`src/rtl/mem_ctrl_if.sv`:
```
// mem_ctrl_if -- two-port word request bus between the port masters and mem_ctrl.
// Per-port fields are packed side by side, port p in the slice noted below.
//   mem_rwe_i  [2p+1:2p]    op: 01 read, 10 write, 00/11 idle   (master -> slave)
//   mem_addr_i [32p+31:32p] byte address                        (master -> slave)
//   mem_sel_i  [4p+3:4p]    write byte enables                  (master -> slave)
//   mem_data_i [32p+31:32p] write data                          (master -> slave)
//   mem_data_o [32p+31:32p] last read data                      (slave -> master)
//   mem_busy_o [p]          transfer in progress                (slave -> master)
//   mem_done_o [p]          one-cycle completion pulse          (slave -> master)
interface mem_ctrl_if;
  logic [3:0]  mem_rwe_i;
  logic [63:0] mem_addr_i;
  logic [7:0]  mem_sel_i;
  logic [63:0] mem_data_i;
  logic [63:0] mem_data_o;
  logic [1:0]  mem_busy_o;
  logic [1:0]  mem_done_o;

  modport master (
    output mem_rwe_i, mem_addr_i, mem_sel_i, mem_data_i,
    input  mem_data_o, mem_busy_o, mem_done_o
  );

  modport slave (
    input  mem_rwe_i, mem_addr_i, mem_sel_i, mem_data_i,
    output mem_data_o, mem_busy_o, mem_done_o
  );
endinterface

```
`src/rtl/mem_ctrl.sv`:
```
// mem_ctrl -- serves 32-bit word reads/writes from two ports onto a byte-wide
// synchronous RAM, one byte per cycle (ISSUE k=0..3, FINISH, DONE).
// Ports:
//   clk, rst       clock, synchronous active-high reset
//   bus            mem_ctrl_if.slave, the two request ports
//   ram_addr_o     byte RAM address (holds last value outside ISSUE)
//   ram_we_o       byte RAM write strobe
//   ram_data_o     byte RAM write data (holds last value outside ISSUE)
//   ram_data_i     byte RAM read data, valid one cycle after its address
// Configuration: define MEM_CTRL_RR_EN for round-robin arbitration; the
// default build uses fixed priority with port 0 winning conflicts.
module mem_ctrl #(
  parameter int RAM_ADDR_WIDTH = 17
) (
  input  logic                      clk,
  input  logic                      rst,
  mem_ctrl_if.slave                 bus,
  output logic [RAM_ADDR_WIDTH-1:0] ram_addr_o,
  output logic                      ram_we_o,
  output logic [7:0]                ram_data_o,
  input  logic [7:0]                ram_data_i
);

  typedef enum logic [1:0] {S_IDLE, S_ISSUE, S_FINISH, S_DONE} state_e;

  state_e                    state_q, state_d;
  logic [1:0]                k_q, k_d;
  logic                      wr_q, wr_d;
  logic [RAM_ADDR_WIDTH-3:0] base_q, base_d;
  logic [3:0]                sel_q, sel_d;
  logic [31:0]               wdata_q, wdata_d;
  logic                      g_q, g_d;
  logic [31:0]               rbuf_q, rbuf_d;
  logic [1:0][31:0]          mem_data_q, mem_data_d;
  logic [RAM_ADDR_WIDTH-1:0] ram_addr_q, ram_addr_d;
  logic [7:0]                ram_data_q, ram_data_d;

  logic [1:0]  req;
  logic        grant;
  logic        accept;
  logic [63:0] mem_data_out;
  logic [1:0]  busy_out;
  logic [1:0]  done_out;

  // Op 01 and 10 are requests; 00 and 11 are both idle.
  assign req[0] = bus.mem_rwe_i[1] ^ bus.mem_rwe_i[0];
  assign req[1] = bus.mem_rwe_i[3] ^ bus.mem_rwe_i[2];
  assign accept = (state_q == S_IDLE) && (|req);

`ifdef MEM_CTRL_RR_EN
  // prio_q names the port that wins the next conflict.
  logic prio_q, prio_d;
  assign grant  = (req == 2'b11) ? prio_q : req[1];
  assign prio_d = accept ? ~grant : prio_q;

  always_ff @(posedge clk) begin
    if (rst) prio_q <= 1'b0;
    else     prio_q <= prio_d;
  end
`else
  assign grant = ~req[0];
`endif

  // State register
  always_ff @(posedge clk) begin
    // NOTE: all sequential state uses non-blocking assignments so every flop
    // samples pre-edge values regardless of block evaluation order.
    if (rst) begin
      state_q <= S_IDLE;
      k_q     <= 2'd0;
    end else begin
      state_q <= state_d;
      k_q     <= k_d;
    end
  end

  // Next-state logic
  always_comb begin
    // NOTE: defaults first so no path leaves a variable unassigned (no latches).
    state_d = state_q;
    k_d     = k_q;
    unique case (state_q)
      S_IDLE: begin
        if (accept) begin
          state_d = S_ISSUE;
          k_d     = 2'd0;
        end
      end
      S_ISSUE: begin
        k_d = k_q + 2'd1;
        if (k_q == 2'd3) state_d = S_FINISH;
      end
      S_FINISH: state_d = S_DONE;
      S_DONE:   state_d = S_IDLE;
      default:  state_d = S_IDLE;
    endcase
  end

  // Output logic
  always_comb begin
    ram_we_o     = 1'b0;
    ram_addr_o   = ram_addr_q;
    ram_data_o   = ram_data_q;
    busy_out     = 2'b00;
    done_out     = 2'b00;
    mem_data_out = mem_data_q;
    unique case (state_q)
      S_ISSUE: begin
        busy_out   = 2'b11;
        // Word-aligned base plus byte counter; addr[1:0] is discarded.
        ram_addr_o = {base_q, k_q};
        if (wr_q) begin
          ram_we_o   = sel_q[k_q];
          ram_data_o = wdata_q[8*k_q +: 8];
        end
      end
      S_FINISH: busy_out = 2'b11;
      S_DONE: begin
        done_out[g_q] = 1'b1;
        // Read data is visible in the same cycle as the done pulse.
        if (!wr_q) mem_data_out[32*g_q +: 32] = rbuf_q;
      end
      default: ;
    endcase
  end

  assign bus.mem_data_o = mem_data_out;
  assign bus.mem_busy_o = busy_out;
  assign bus.mem_done_o = done_out;

  // Datapath: request latch, read byte capture, per-port read data.
  always_comb begin
    wr_d       = wr_q;
    base_d     = base_q;
    sel_d      = sel_q;
    wdata_d    = wdata_q;
    g_d        = g_q;
    rbuf_d     = rbuf_q;
    mem_data_d = mem_data_q;
    ram_addr_d = ram_addr_o;
    ram_data_d = ram_data_o;
    if (accept) begin
      g_d     = grant;
      wr_d    = bus.mem_rwe_i[2*grant+1];
      base_d  = bus.mem_addr_i[32*grant+2 +: RAM_ADDR_WIDTH-2];
      sel_d   = bus.mem_sel_i[4*grant +: 4];
      wdata_d = bus.mem_data_i[32*grant +: 32];
    end
    // RAM read data lags its address by one cycle, so ISSUE k holds byte k-1.
    if (state_q == S_ISSUE && !wr_q && k_q != 2'd0)
      rbuf_d[8*(int'(k_q)-1) +: 8] = ram_data_i;
    if (state_q == S_FINISH && !wr_q)
      rbuf_d[31:24] = ram_data_i;
    if (state_q == S_DONE && !wr_q)
      mem_data_d[g_q] = rbuf_q;
  end

  always_ff @(posedge clk) begin
    if (rst) begin
      wr_q       <= 1'b0;
      base_q     <= '0;
      sel_q      <= 4'd0;
      wdata_q    <= 32'd0;
      g_q        <= 1'b0;
      rbuf_q     <= 32'd0;
      mem_data_q <= '0;
      ram_addr_q <= '0;
      ram_data_q <= 8'd0;
    end else begin
      wr_q       <= wr_d;
      base_q     <= base_d;
      sel_q      <= sel_d;
      wdata_q    <= wdata_d;
      g_q        <= g_d;
      rbuf_q     <= rbuf_d;
      mem_data_q <= mem_data_d;
      ram_addr_q <= ram_addr_d;
      ram_data_q <= ram_data_d;
    end
  end

endmodule

```
`src/flat_wrapper.sv`:
```
// flat-port wrapper written by rule: the top's interface ports become plain ports
module mem_ctrl_flat 
#(
  parameter int RAM_ADDR_WIDTH = 17
)
  (clk, rst, ram_addr_o, ram_we_o, ram_data_o, ram_data_i, bus_mem_rwe_i, bus_mem_addr_i, bus_mem_sel_i, bus_mem_data_i, bus_mem_data_o, bus_mem_busy_o, bus_mem_done_o);
  mem_ctrl_if bus_i ();
  input  logic clk;
  input  logic rst;
  output logic [RAM_ADDR_WIDTH-1:0] ram_addr_o;
  output logic ram_we_o;
  output logic [7:0] ram_data_o;
  input  logic [7:0] ram_data_i;
  input wire logic [$bits(bus_i.mem_rwe_i)-1:0] bus_mem_rwe_i;
  input wire logic [$bits(bus_i.mem_addr_i)-1:0] bus_mem_addr_i;
  input wire logic [$bits(bus_i.mem_sel_i)-1:0] bus_mem_sel_i;
  input wire logic [$bits(bus_i.mem_data_i)-1:0] bus_mem_data_i;
  output wire logic [$bits(bus_i.mem_data_o)-1:0] bus_mem_data_o;
  output wire logic [$bits(bus_i.mem_busy_o)-1:0] bus_mem_busy_o;
  output wire logic [$bits(bus_i.mem_done_o)-1:0] bus_mem_done_o;
  assign bus_i.mem_rwe_i = bus_mem_rwe_i;
  assign bus_i.mem_addr_i = bus_mem_addr_i;
  assign bus_i.mem_sel_i = bus_mem_sel_i;
  assign bus_i.mem_data_i = bus_mem_data_i;
  assign bus_mem_data_o = bus_i.mem_data_o;
  assign bus_mem_busy_o = bus_i.mem_busy_o;
  assign bus_mem_done_o = bus_i.mem_done_o;
  mem_ctrl #(.RAM_ADDR_WIDTH(RAM_ADDR_WIDTH)) u_core (.clk(clk), .rst(rst), .bus(bus_i), .ram_addr_o(ram_addr_o), .ram_we_o(ram_we_o), .ram_data_o(ram_data_o), .ram_data_i(ram_data_i));
endmodule
```
`config.mk`:
```
export PLATFORM = sky130hd
export DESIGN_NAME = mem_ctrl_flat
export DESIGN_NICKNAME = d
export VERILOG_FILES = /design/src/rtl/mem_ctrl_if.sv /design/src/rtl/mem_ctrl.sv /design/src/flat_wrapper.sv
export SDC_FILE = /design/constraint.sdc
export NUM_CORES = 1
export LEC_CHECK = 0
export ABC_AREA = 1
export BUFFER_PORTS_ARGS = -buffer_cell sky130_fd_sc_hd__buf_4
export CORE_UTILIZATION = 40
export DETAILED_ROUTE_END_ITERATION = 8
export PLACE_DENSITY = 0.68
export SETUP_SLACK_MARGIN = 0.5
export SLEW_MARGIN = 20
export SYNTH_ARGS = -nofsm -noshare
export SYNTH_HDL_FRONTEND = slang
export SYNTH_SLANG_ARGS = --single-unit
export TNS_END_PERCENT = 30
```
`constraint.sdc`:
```
create_clock -name clk -period 3.41 [get_ports clk]
set_input_delay 0.1705 -clock clk [delete_from_list [all_inputs] [get_ports clk]]
set_output_delay 0.1705 -clock clk [all_outputs]
set_load 0.01 [all_outputs]
```
After elaboration in Yosys (flattened, before gate mapping)
Cells that the tools add are included.
W data, S select, Z words.

cells by class
  equality and inequality tests = 6
  magnitude comparators = 4
  muxes and demuxes = 27
  shift-type cells = 8
  bitwise gates (word level) = 3
  reduce and logical (&&, ||, !) cells = 15
  add/sub/neg operators = 6

operators by type and width
  cell                        count
  $bwmux W64                  2
  $mux W64                    2
  $mux W32                    2
  $shift A32 B34 Y64 const A  1
  $shiftx A32 B34 Y64         1
  $shiftx A64 B33 Y15         1
  $shiftx A64 B7 Y32          1
  $neg A6 Y34                 1
  $neg A32 Y33                1
  $shift A8 B33 Y32 const A   1
  $shiftx A8 B33 Y32          1
  $bwmux W32                  1
  $demux W32 S1               1
  $lt A32 B3 Y1 const B       1
  $shiftx A32 B6 Y8           1
  $mux W8                     3
  $mux W17                    1
  $mux W2                     5
  $pmux W2 S4                 1
  $shiftx A8 B4 Y4            1
  $add A6 B2 Y7 const B       1
  $eq A2 B2 Y1 const B        3
  $logic_and A1 B1 Y1         6
  $reduce_bool A2 Y1          3
  18 further kinds            27

storage, ports and cells
  register bits after elaboration = 178
  output and inout port bits = 94
  logic and storage cells = 82
  bits of input ports = 150

Depth between registers and ports, before layout
Gate-level depths: netlist of run 1.

  word-level depth = 6
  gate-level depth with buffers = 12
  depth with buffers taken out = 11

Worst setup path after synthesis of run 1
Ideal clock, no wire load.

  kind = register -> register
  start = register u_core.k_q[0]
  end = register u_core.rbuf_q[24]
  slack = 1.459 ns
  required time = 3.353 ns
  setup time = 0.057 ns
  period minus slack after synthesis = 1.951 ns
  arrival time = 1.894 ns
  cell stages (with the launch flop) = 12
  cell sequence = dfxtp_1 > inv_1 > clkbuf_1 > ha_1 > buf_2 > nand2_1 > nand3_1 > nor2_2 > nand3_1 > nand3_1 > nand2_1 > inv_1

on the way
  cells in the longest elaborated chain, start to end = 6
  elaborated cells between the ends (all ways) = 10
  classes of those cells = add/sub: 2; shift: 2; mux: 3; reduce/logical: 3

RTL lines
  element                                                  line             RTL
  from (decl)                                              mem_ctrl.sv:27   logic [1:0] k_q, k_d;
  from (signal assigned)                                   mem_ctrl.sv:73   k_q <= k_d;
  $sub A2 B1 Y3                                            mem_ctrl.sv:151  rbuf_d[8*(int'(k_q)-1) +: 8] = ram_data_i;
  $neg A32 Y33                                             mem_ctrl.sv:151
  $shiftx A8 B33 Y32 or $shift A8 B33 Y32 (tied branches)  mem_ctrl.sv:151
  $bwmux W32                                               mem_ctrl.sv:151
  $mux W32                                                 mem_ctrl.sv:150  if (state_q == S_ISSUE && !wr_q && k_q != 2'd0)
  $mux W8                                                  mem_ctrl.sv:152  if (state_q == S_FINISH && !wr_q)
  to (signal assigned)                                     mem_ctrl.sv:175  rbuf_q <= rbuf_d;
  to (decl)                                                mem_ctrl.sv:33   logic [31:0] rbuf_q, rbuf_d;

Several ways; a longest one is shown, not always the timed one. The select of a mux whose other input is x is not followed.
A chain may end at the register's enable or synchronous reset.

Final worst setup path of run 1
  start = register u_core.state_q[1]
  end = output ram_addr_o[0]

on the way
  cells in the longest elaborated chain, start to end = 2

RTL lines
  element                 line                RTL
  from (decl)             mem_ctrl.sv:26      state_e state_q, state_d;
  from (signal assigned)  mem_ctrl.sv:72      state_q <= state_d;
  $eq A2 B1 Y1            mem_ctrl.sv:107     unique case (state_q)
  $mux W17                mem_ctrl.sv:107
  to (decl)               flat_wrapper.sv:10  output logic [RAM_ADDR_WIDTH-1:0] ram_addr_o;

Every way passes these cells.

==> summary.txt, run 1 <==
Worst setup path
  – Type of the setup path with the least slack: reg2out
  – Worst-path cell chain: inv_1 -> ha_1 -> buf_4 -> inv_1 -> nor2_1 -> a21oi_1 -> buf_4
  – WP data required: 3.24 ns
  – Buffering stage count on the worst path with inverters included: 4
  – Largest fanout on the critical path: 23
  – CP Launch Type: flop
  – FF-to-FF Start: u_core.state_q[1]
  – Type of destination of the critical path: primary output
  – Endpoint of the most critical register-to-register path: u_core.state_q[1]
  – R2R setup slack: roughly 1.3 ns
  – Slowest library cell on the worst path: sky130_fd_sc_hd__inv_1
  – CP top delay family: buffers and inverters
  – Arrival time at the worst endpoint: 2.47 ns
  – Depth of the worst register-to-register path: 7
  – Maximum single-stage delay on the critical path: 0.53 ns

Detailed routing
  – DRC violations left: 0
  – Routed length per placed instance: 12.6 um
  – First drt pass iteration count: 5
  – Total detailed-routing wirelength: 21.5 mm
  – Post-route ant nets: 0
  – Avg Vias per Cell: 4.75
  – Total vias in the final route: 8,114
  – Iteration-0 DRC Markers: 454

Clocking
  – CTS tree: built
  – Root Buffer: sky130_fd_sc_hd__clkbuf_16
  – Num CTS Buffers: 17
  – CTS H-tree depth: 4
  – Clock transition at the registers of the reported paths: about 0.06 ns
  – # clock sinks: 178
  – Clock buffer depth: 2
  – Clock insertion delay at the later pin of the skew report: 0.43 ns

Synthesis
  – Post-synthesis cell type with the largest combined area: sky130_fd_sc_hd__dfxtp_1
  – Xor/xnor cell area share of the yosys netlist: 0.00194
  – Cell area after synthesis: 8380 um^2
  – Main synth FF type: sky130_fd_sc_hd__dfxtp_1
  – Area share of the leading cell type in the synthesized netlist: 0.425
  – Post-synthesis compound-gate area fraction: 0.161
  – Number of warning messages in the yosys log: 0
  – FFs w/ async S/R, synth: 0
  – Share of the yosys chip area belonging to registers: 0.425
  – Area fraction in and, or, nand and nor cells after synthesis: 0.277
  – Mean Syn Cell Area: 6.65 um^2
  – Number of distinct standard cells referenced by the synthesized netlist: 25
  – Synthesized net count: 1,420
  – EDFF count, synth: 0
  – Mux share of post-synthesis cell area: 0
  – Gate count of the mapped netlist: between 1,000 and 1,500
  – Combinational family with the most area after synthesis: simple AND/OR/NAND/NOR gates
  – Adder and majority gate portion of the synthesized area: 0.0164
  – Post-synthesis sequential element count: 178
  – Cell types occupying the most area after synthesis: sky130_fd_sc_hd__dfxtp_1 (43%), sky130_fd_sc_hd__nand2_1 (18%), sky130_fd_sc_hd__a21oi_1 (7.8%)

Floorplanning
  – Initial core utilization: 0.411
  – Vertical die dimension: 147 um
  – Area of the die: 21,500 um^2
  – Ports placed on the boundary: 244
  – Die width: 147 um
  – # rows: 52
  – Core box area: 20,400 um^2

Global route
  – First-pass GRT wire length: 35.7 mm
  – Number of antenna violations at the first check in global routing: 0
  – Via count of the first global-routing pass: 7,413
  – Total global routing overflow: 0
  – Maximum number of pins on one net before global-route repair: 97
  – Total routing usage reported by global routing: 0.205

Worst hold path
  – HP Class: in2reg
  – Hold path cells: 5
  – Start point of the worst min-delay path: ram_data_i[5]
  – Hold path endpoint: u_core.rbuf_q[29]

Timing
  – Count of endpoints failing setup in the final report: 0
  – Maximum frequency from static timing analysis: 379 MHz
  – Final critical-path share of the clock period: 0.774
  – Unrepaired setup endpoints after global routing: no
  – Post-layout minimum cycle time: roughly 2.6 ns
  – Number of slew-limit violations in the final report: 0
  – Relative max-transition margin: 0.406
  – Hold slack: 0.0720 ns
  – Aggregate negative setup slack: 0 ns
  – Number of hold violations in the final report: 0
  – Worst-Margin Slew: 0.890 ns
  – Clock tree skew after final layout: roughly 0.0081 ns

Final layout
  – Final core area utilization: 0.526
  – Non-Filler Instances: 1,708
  – Storage cell area: 3560 um^2
  – Multi-input gate area: 3840 um^2
  – Layout cell share with drive strength beyond 1: 0.204
  – Final layout net count: 1,587
  – Number of inserted diodes: 0
  – Synth-to-layout area growth: 27.9%
  – Layout fillers: 2,121

Power
  – Internal power contribution: around 0.0047 W
  – Net switching power: between 0.002 and 0.0025 W
  – Power density relative to cell area: 659 nW/um^2
  – Part of the total power dissipated in combinational logic: 0.337
  – Clock network fraction of design power: 0.304
  – Pleak: 5.51 nW
  – Portion of total power attributed to sequential cells: 0.359
  – Sw frac: 0.341
  – Worst voltage drop across the vdd grid: 0.314 mV

Job
  – Number of max-cap violations: 0

Run status
  – Status: complete, no violations

Placed design
  – DP HPWL: 15.1 mm
  – Cell Count Post-Placement: ~1,700
  – Total of buffers placed on input and output ports: 209
  – Global placer's final weighted congestion: 0.877
-- worst max-delay path by stage --
stage,from,cells after the start,endpoint
floorplan,u_core.k_q[0],11,u_core.rbuf_q[24]
global placement,u_core.state_q[1],7,ram_addr_o[0]
detailed placement,u_core.state_q[1],7,ram_addr_o[0]
CTS,u_core.state_q[1],7,ram_addr_o[0]
global route,u_core.state_q[1],7,ram_addr_o[0]
finish,u_core.state_q[1],7,ram_addr_o[0]
-- flip-flops by register name, indices dropped and copies added (netlist names) --
signal / count
u_core.ram_data_q: 8
u_core.k_q: 2
u_core.wdata_q: 32
u_core.rbuf_q: 32
u_core.state_q: 2
u_core.mem_data_q: 64
u_core.base_q: 15
u_core.wr_q: 1
u_core.sel_q: 4
u_core.ram_addr_q: 17
u_core.g_q: 1
-- cell type report --
class / instances / share of cell area
Inverter: 175 / 0.0613
Clock inverter: 9 / 0.0167
Sequential cell: 178 / 0.332
Multi-Input combinational cell: 833 / 0.359
Timing Repair Buffer: 221 / 0.156
Clock buffer: 22 / 0.0433
Tap cell: 270 / 0.0315
-- cells in the final DEF (no fill, tap or decap) --
| cell type | Yosys | layout |
|---|---|---|
| sky130_fd_sc_hd__nand2_1 | 401 | 399 |
| sky130_fd_sc_hd__clkbuf_16 | 0 | 17 |
| sky130_fd_sc_hd__a21oi_4 | 1 | 1 |
| sky130_fd_sc_hd__o31ai_1 | 1 | 1 |
| sky130_fd_sc_hd__clkinv_2 | 0 | 1 |
| sky130_fd_sc_hd__nor2_2 | 3 | 3 |
| sky130_fd_sc_hd__inv_1 | 172 | 172 |
| sky130_fd_sc_hd__clkinv_4 | 0 | 1 |
| sky130_fd_sc_hd__nor3_1 | 1 | 1 |
| sky130_fd_sc_hd__buf_4 | 2 | 220 |
| sky130_fd_sc_hd__bufinv_16 | 0 | 5 |
| sky130_fd_sc_hd__clkbuf_8 | 0 | 2 |
| sky130_fd_sc_hd__o211ai_1 | 10 | 10 |
| sky130_fd_sc_hd__xnor2_2 | 1 | 1 |
| sky130_fd_sc_hd__nor3_4 | 0 | 1 |
| sky130_fd_sc_hd__inv_2 | 2 | 2 |
| sky130_fd_sc_hd__nor2_1 | 90 | 90 |
| sky130_fd_sc_hd__a211oi_1 | 33 | 33 |
| sky130_fd_sc_hd__clkinv_1 | 1 | 1 |
| sky130_fd_sc_hd__or2_2 | 32 | 32 |
| sky130_fd_sc_hd__nand2_4 | 0 | 2 |
| sky130_fd_sc_hd__nand2_2 | 3 | 3 |
| sky130_fd_sc_hd__dfxtp_1 | 178 | 178 |
| sky130_fd_sc_hd__clkbuf_1 | 35 | 3 |
| sky130_fd_sc_hd__clkinvlp_4 | 0 | 2 |
| sky130_fd_sc_hd__a21oi_1 | 130 | 130 |
| sky130_fd_sc_hd__nand4_1 | 1 | 1 |
| sky130_fd_sc_hd__buf_12 | 0 | 1 |
| sky130_fd_sc_hd__o21ai_0 | 70 | 70 |
| sky130_fd_sc_hd__nand3_1 | 44 | 44 |
| sky130_fd_sc_hd__ha_1 | 11 | 11 |
-- power groups by stage --
| stage | clock [W] | combinational, W | sequential [W] |
|---|---|---|---|
| after CTS | 0.00220 | 0.00240 | 0.00254 |
| after global placement | 0 | 0.00236 | 0.00257 |
| final | 0.00215 | 0.00238 | 0.00254 |
| after floorplan | 0 | 0.00157 | 0.00254 |
| after detailed placement | 0 | 0.00239 | 0.00258 |
| after global routing | 0.00229 | 0.00270 | 0.00257 |
-- per-layer routing --
layer,share of wire,global-route usage,up-vias
li1,-,-,4243
met1,0.46,0.266,3650
met2,0.47,0.338,206
met3,0.057,0.0491,15
met4,0.011,0.0568,0
met5,0,0,-
-- cells by family after synthesis --
logic type | after synthesis
compound gates | 245
xor+xnor | 1
fa+ha+maj | 11
buf+inv | 248
flops | 178
simple gates | 576
-- cells in the mapped netlist, types with 2 or more instances --
cell / count
sky130_fd_sc_hd__dfxtp_1: 178
sky130_fd_sc_hd__or2_2: 32
sky130_fd_sc_hd__a21oi_1: 130
sky130_fd_sc_hd__nand2_2: 3
sky130_fd_sc_hd__a211oi_1: 33
sky130_fd_sc_hd__inv_1: 172
sky130_fd_sc_hd__o211ai_1: 10
sky130_fd_sc_hd__clkbuf_1: 35
sky130_fd_sc_hd__inv_2: 2
sky130_fd_sc_hd__nand2_1: 401
sky130_fd_sc_hd__o21ai_0: 70
sky130_fd_sc_hd__buf_4: 2
sky130_fd_sc_hd__nor2_2: 3
sky130_fd_sc_hd__nand3_1: 44
sky130_fd_sc_hd__ha_1: 11
sky130_fd_sc_hd__buf_2: 35
sky130_fd_sc_hd__nor2_1: 90
-- stage by stage --
stage / power (W) / area (um^2) / setup WS [ns]
global placement: 0.00493 / 10100 / 1.19
global route: 0.00756 / 10700 / 0.510
detailed placement: 0.00497 / 10100 / 1.14
floorplan: 0.00411 / 8380 / 1.46
CTS: 0.00714 / 10700 / 0.674
finish: 0.00706 / 10700 / 0.772
-- worst reg2reg max path, stage by stage, from the launching register on --
cell and delay, ns:
sky130_fd_sc_hd__dfxtp_1 0.37, sky130_fd_sc_hd__inv_1 0.08, sky130_fd_sc_hd__ha_1 0.26, sky130_fd_sc_hd__buf_4 0.23
sky130_fd_sc_hd__inv_1 0.54, sky130_fd_sc_hd__o21ai_0 0.29, sky130_fd_sc_hd__o21ai_0 0.21, sky130_fd_sc_hd__nor2_1 0.05
-- what timing repair did --
item	4_1_cts	5_1_grt
resized for setup	0	1
buffers inserted	0	0
hold buffers	0	0
setup endpoints to repair	0	3
No activity file was read; power rests on OpenSTA's default activity.
==> run 2: changes to the inputs <==
Settings changed: PLACE_DENSITY 0.68 to 0.71.
Clock period 3.41 ns to 2.3 ns, I/O delays scaled along.
==> run 2 against run 1 <==
  * Critical path depth up 3
  * Total power up 64%
  * Clock skew up 0.0033 ns
  * Sequential share of layout area down 3.5 points
  * Critical path type unchanged
==> summary.txt, run 2 (synthesis gave the netlist of run 1 again) <==
Placed design
  – Post-Place Cell Area: 10,100 um^2
  – DP HPWL: 14.9 mm
  – Global placer's final weighted congestion: 0.884
  – Total of buffers placed on input and output ports: 209

Timing
  – Hold slack: 0.0157 ns
  – Unrepaired setup endpoints after global routing: yes
  – Clock tree skew after final layout: roughly 0.011 ns
  – Relative max-transition margin: 0.518
  – Count of endpoints failing setup in the final report: 0
  – Number of hold violations in the final report: 0
  – Aggregate negative setup slack: 0 ns
  – Worst-Margin Slew: 0.724 ns
  – Post-layout minimum cycle time: between 2 and 2.5 ns
  – Number of slew-limit violations in the final report: 0
  – Maximum frequency from static timing analysis: 483 MHz
  – Final critical-path share of the clock period: 0.901

Final layout
  – Synth-to-layout area growth: 43.3%
  – Finished layout cell area: 12,000 um^2
  – Commonest cells after routing, fill and taps aside: sky130_fd_sc_hd__nand2_1 (373), sky130_fd_sc_hd__buf_4 (248), sky130_fd_sc_hd__dfxtp_1 (174)
  – Flip-flop count of the largest register, all copies and words added: 64
  – Final core area utilization: 0.590
  – Largest registers: u_core.mem_data_q x64, u_core.rbuf_q x32, u_core.wdata_q x32
  – Layout cell share with drive strength beyond 1: 0.312
  – Largest register by flop count: u_core.mem_data_q
  – Commonest non-fill, non-tap cell in the layout: sky130_fd_sc_hd__nand2_1
  – Number of inserted diodes: 0
  – Layout fillers: 1,915
  – Final layout net count: around 1,700

Worst setup path
  – Buffering stage count on the worst path with inverters included: 6
  – Largest fanout on the critical path: 6
  – Slowest library cell on the worst path: sky130_fd_sc_hd__dfxtp_4
  – CP top delay family: buffers and inverters
  – FF-to-FF Start: u_core.state_q[1]
  – Type of destination of the critical path: primary output
  – Type of the setup path with the least slack: reg2out
  – Most frequent cell on the critical path: sky130_fd_sc_hd__buf_12
  – Endpoint of the most critical register-to-register path: u_core.sel_q[2]
  – Arrival time at the worst endpoint: ~2.0 ns
  – R2R setup slack: 0.34 ns
  – Worst-path cell chain: ha_4 -> inv_4 -> nor3_4 -> buf_12 -> buf_12 -> buf_16 -> or2_4 -> inv_2 -> a21oi_1 -> buf_4
  – CP Launch Type: flop
  – Depth of the worst register-to-register path: 10
  – WP data required: around 2.2 ns
  – Maximum single-stage delay on the critical path: 0.36 ns

Job
  – Number of max-cap violations: 0

Clocking
  – CTS tree: built
  – Num CTS Buffers: 17
  – Root Buffer: sky130_fd_sc_hd__clkbuf_16
  – Clock insertion delay at the later pin of the skew report: roughly 0.44 ns
  – Clock transition at the registers of the reported paths: 0.07 ns
  – # clock sinks: about 180
  – Count of hold-fix buffers inserted at cts: 0
  – CTS H-tree depth: 4
  – Clock buffer depth: 2

Worst hold path
  – HP Class: in2reg
  – Hold path cells: 5
  – Hold path endpoint: u_core.rbuf_q[26]
  – Start point of the worst min-delay path: ram_data_i[2]

Detailed routing
  – Post-route ant nets: 0
  – Routed length per placed instance: 14.7 um
  – Total detailed-routing wirelength: between 20 and 30 mm
  – Iteration-0 DRC Markers: 530
  – Avg Vias per Cell: 4.96
  – DRC violations left: 0
  – First drt pass iteration count: 6
  – Total vias in the final route: 8,796

Floorplanning
  – Core box area: between 20,000 and 25,000 um^2
  – Area of the die: ~22,000 um^2
  – Die width: 147 um
  – Vertical die dimension: 147 um
  – Ports placed on the boundary: about 240
  – Initial core utilization: 0.411
  – # rows: 52

Global route
  – Total routing usage reported by global routing: 0.224
  – First-pass GRT wire length: 38.6 mm
  – Maximum number of pins on one net before global-route repair: 160
  – Total global routing overflow: 0
  – Via count of the first global-routing pass: 7,887
  – Number of antenna violations at the first check in global routing: 0

Run status
  – Status: complete, no violations

Power
  – Total power consumption of the routed design: 0.0116 W
  – Pleak: 5.95 nW
  – Worst voltage drop across the vdd grid: 0.530 mV
  – Power density relative to cell area: ~970 nW/um^2
==> run 2: changes by cell type in the layout (fill, tap and decap cells not counted), sizes merged <==
cell | before | now
buf | 221 | 278
bufinv | 5 | 2
clkbuf | 22 | 25
clkinv | 3 | 5
clkinvlp | 2 | 4
inv | 174 | 176
bufbuf | 0 | 1
==> run 2: how the worst max path moves through the flow <==
stage,from,end,slack [ns],depth (start not counted)
floorplan,u_core.k_q[0],u_core.rbuf_q[24],0.51,12
global placement,u_core.k_q[0],u_core.rbuf_q[25],0.42,11
detailed placement,u_core.k_q[0],u_core.rbuf_q[24],0.33,11
CTS,u_core.state_q[1],bus_mem_data_o[4],0.18,10
global route,u_core.state_q[0],bus_mem_data_o[45],0.13,8
finish,u_core.state_q[0],bus_mem_data_o[25],0.23,10
==> run 2: cell type report <==
class	count	area [um^2]	area share
clock buffer	20	457	0.0380
clock inverter	12	146	0.0122
multi-input combinational	833	4250	0.354
sequential	178	3580	0.298
timing repair buffer	284	2570	0.214
tap	270	338	0.0281
inverter	175	669	0.0558
==> run 2: routing by layer <==
| layer | global-route usage | part of all wire | vias to the layer above |
|---|---|---|---|
| met5 | 0 | 0 | - |
| met3 | 0.0537 | 0.074 | 64 |
| met2 | 0.387 | 0.48 | 319 |
| met4 | 0.0641 | 0.034 | 0 |
| li1 | - | - | 4387 |
| met1 | 0.276 | 0.41 | 4026 |
==> run 2: power breakdown <==
group	total [W]	switching, W	internal [W]	leakage [nW]
clock	0.00298	0.00130	0.00168	0.291
sequential	0.00381	0.000244	0.00356	1.45
combinational	0.00481	0.00260	0.00221	4.21
==> run 2: tightest hold or removal path: stages <==
cell,delay [ns]
sky130_fd_sc_hd__buf_4,0.10
sky130_fd_sc_hd__nand2_1,0.05
sky130_fd_sc_hd__nand3_1,0.07
sky130_fd_sc_hd__nand2_1,0.04
sky130_fd_sc_hd__inv_1,0.04
==> run 2: through the flow <==
stage,worst slack [ns],instances
after floorplan,0.513,1259
after global placement,0.422,1680
after detailed placement,0.327,1680
after CTS,0.178,1749
after global routing,0.126,1772
final,0.228,1772
==> run 2: timing repair <==
| item | CTS | global route |
|---|---|---|
| setup endpoints to repair | 118 | 163 |
| pin swaps | 5 | 9 |
| setup buffers | 30 | 15 |
| gates cloned | 7 | 8 |
| gates resized for setup | 107 | 109 |
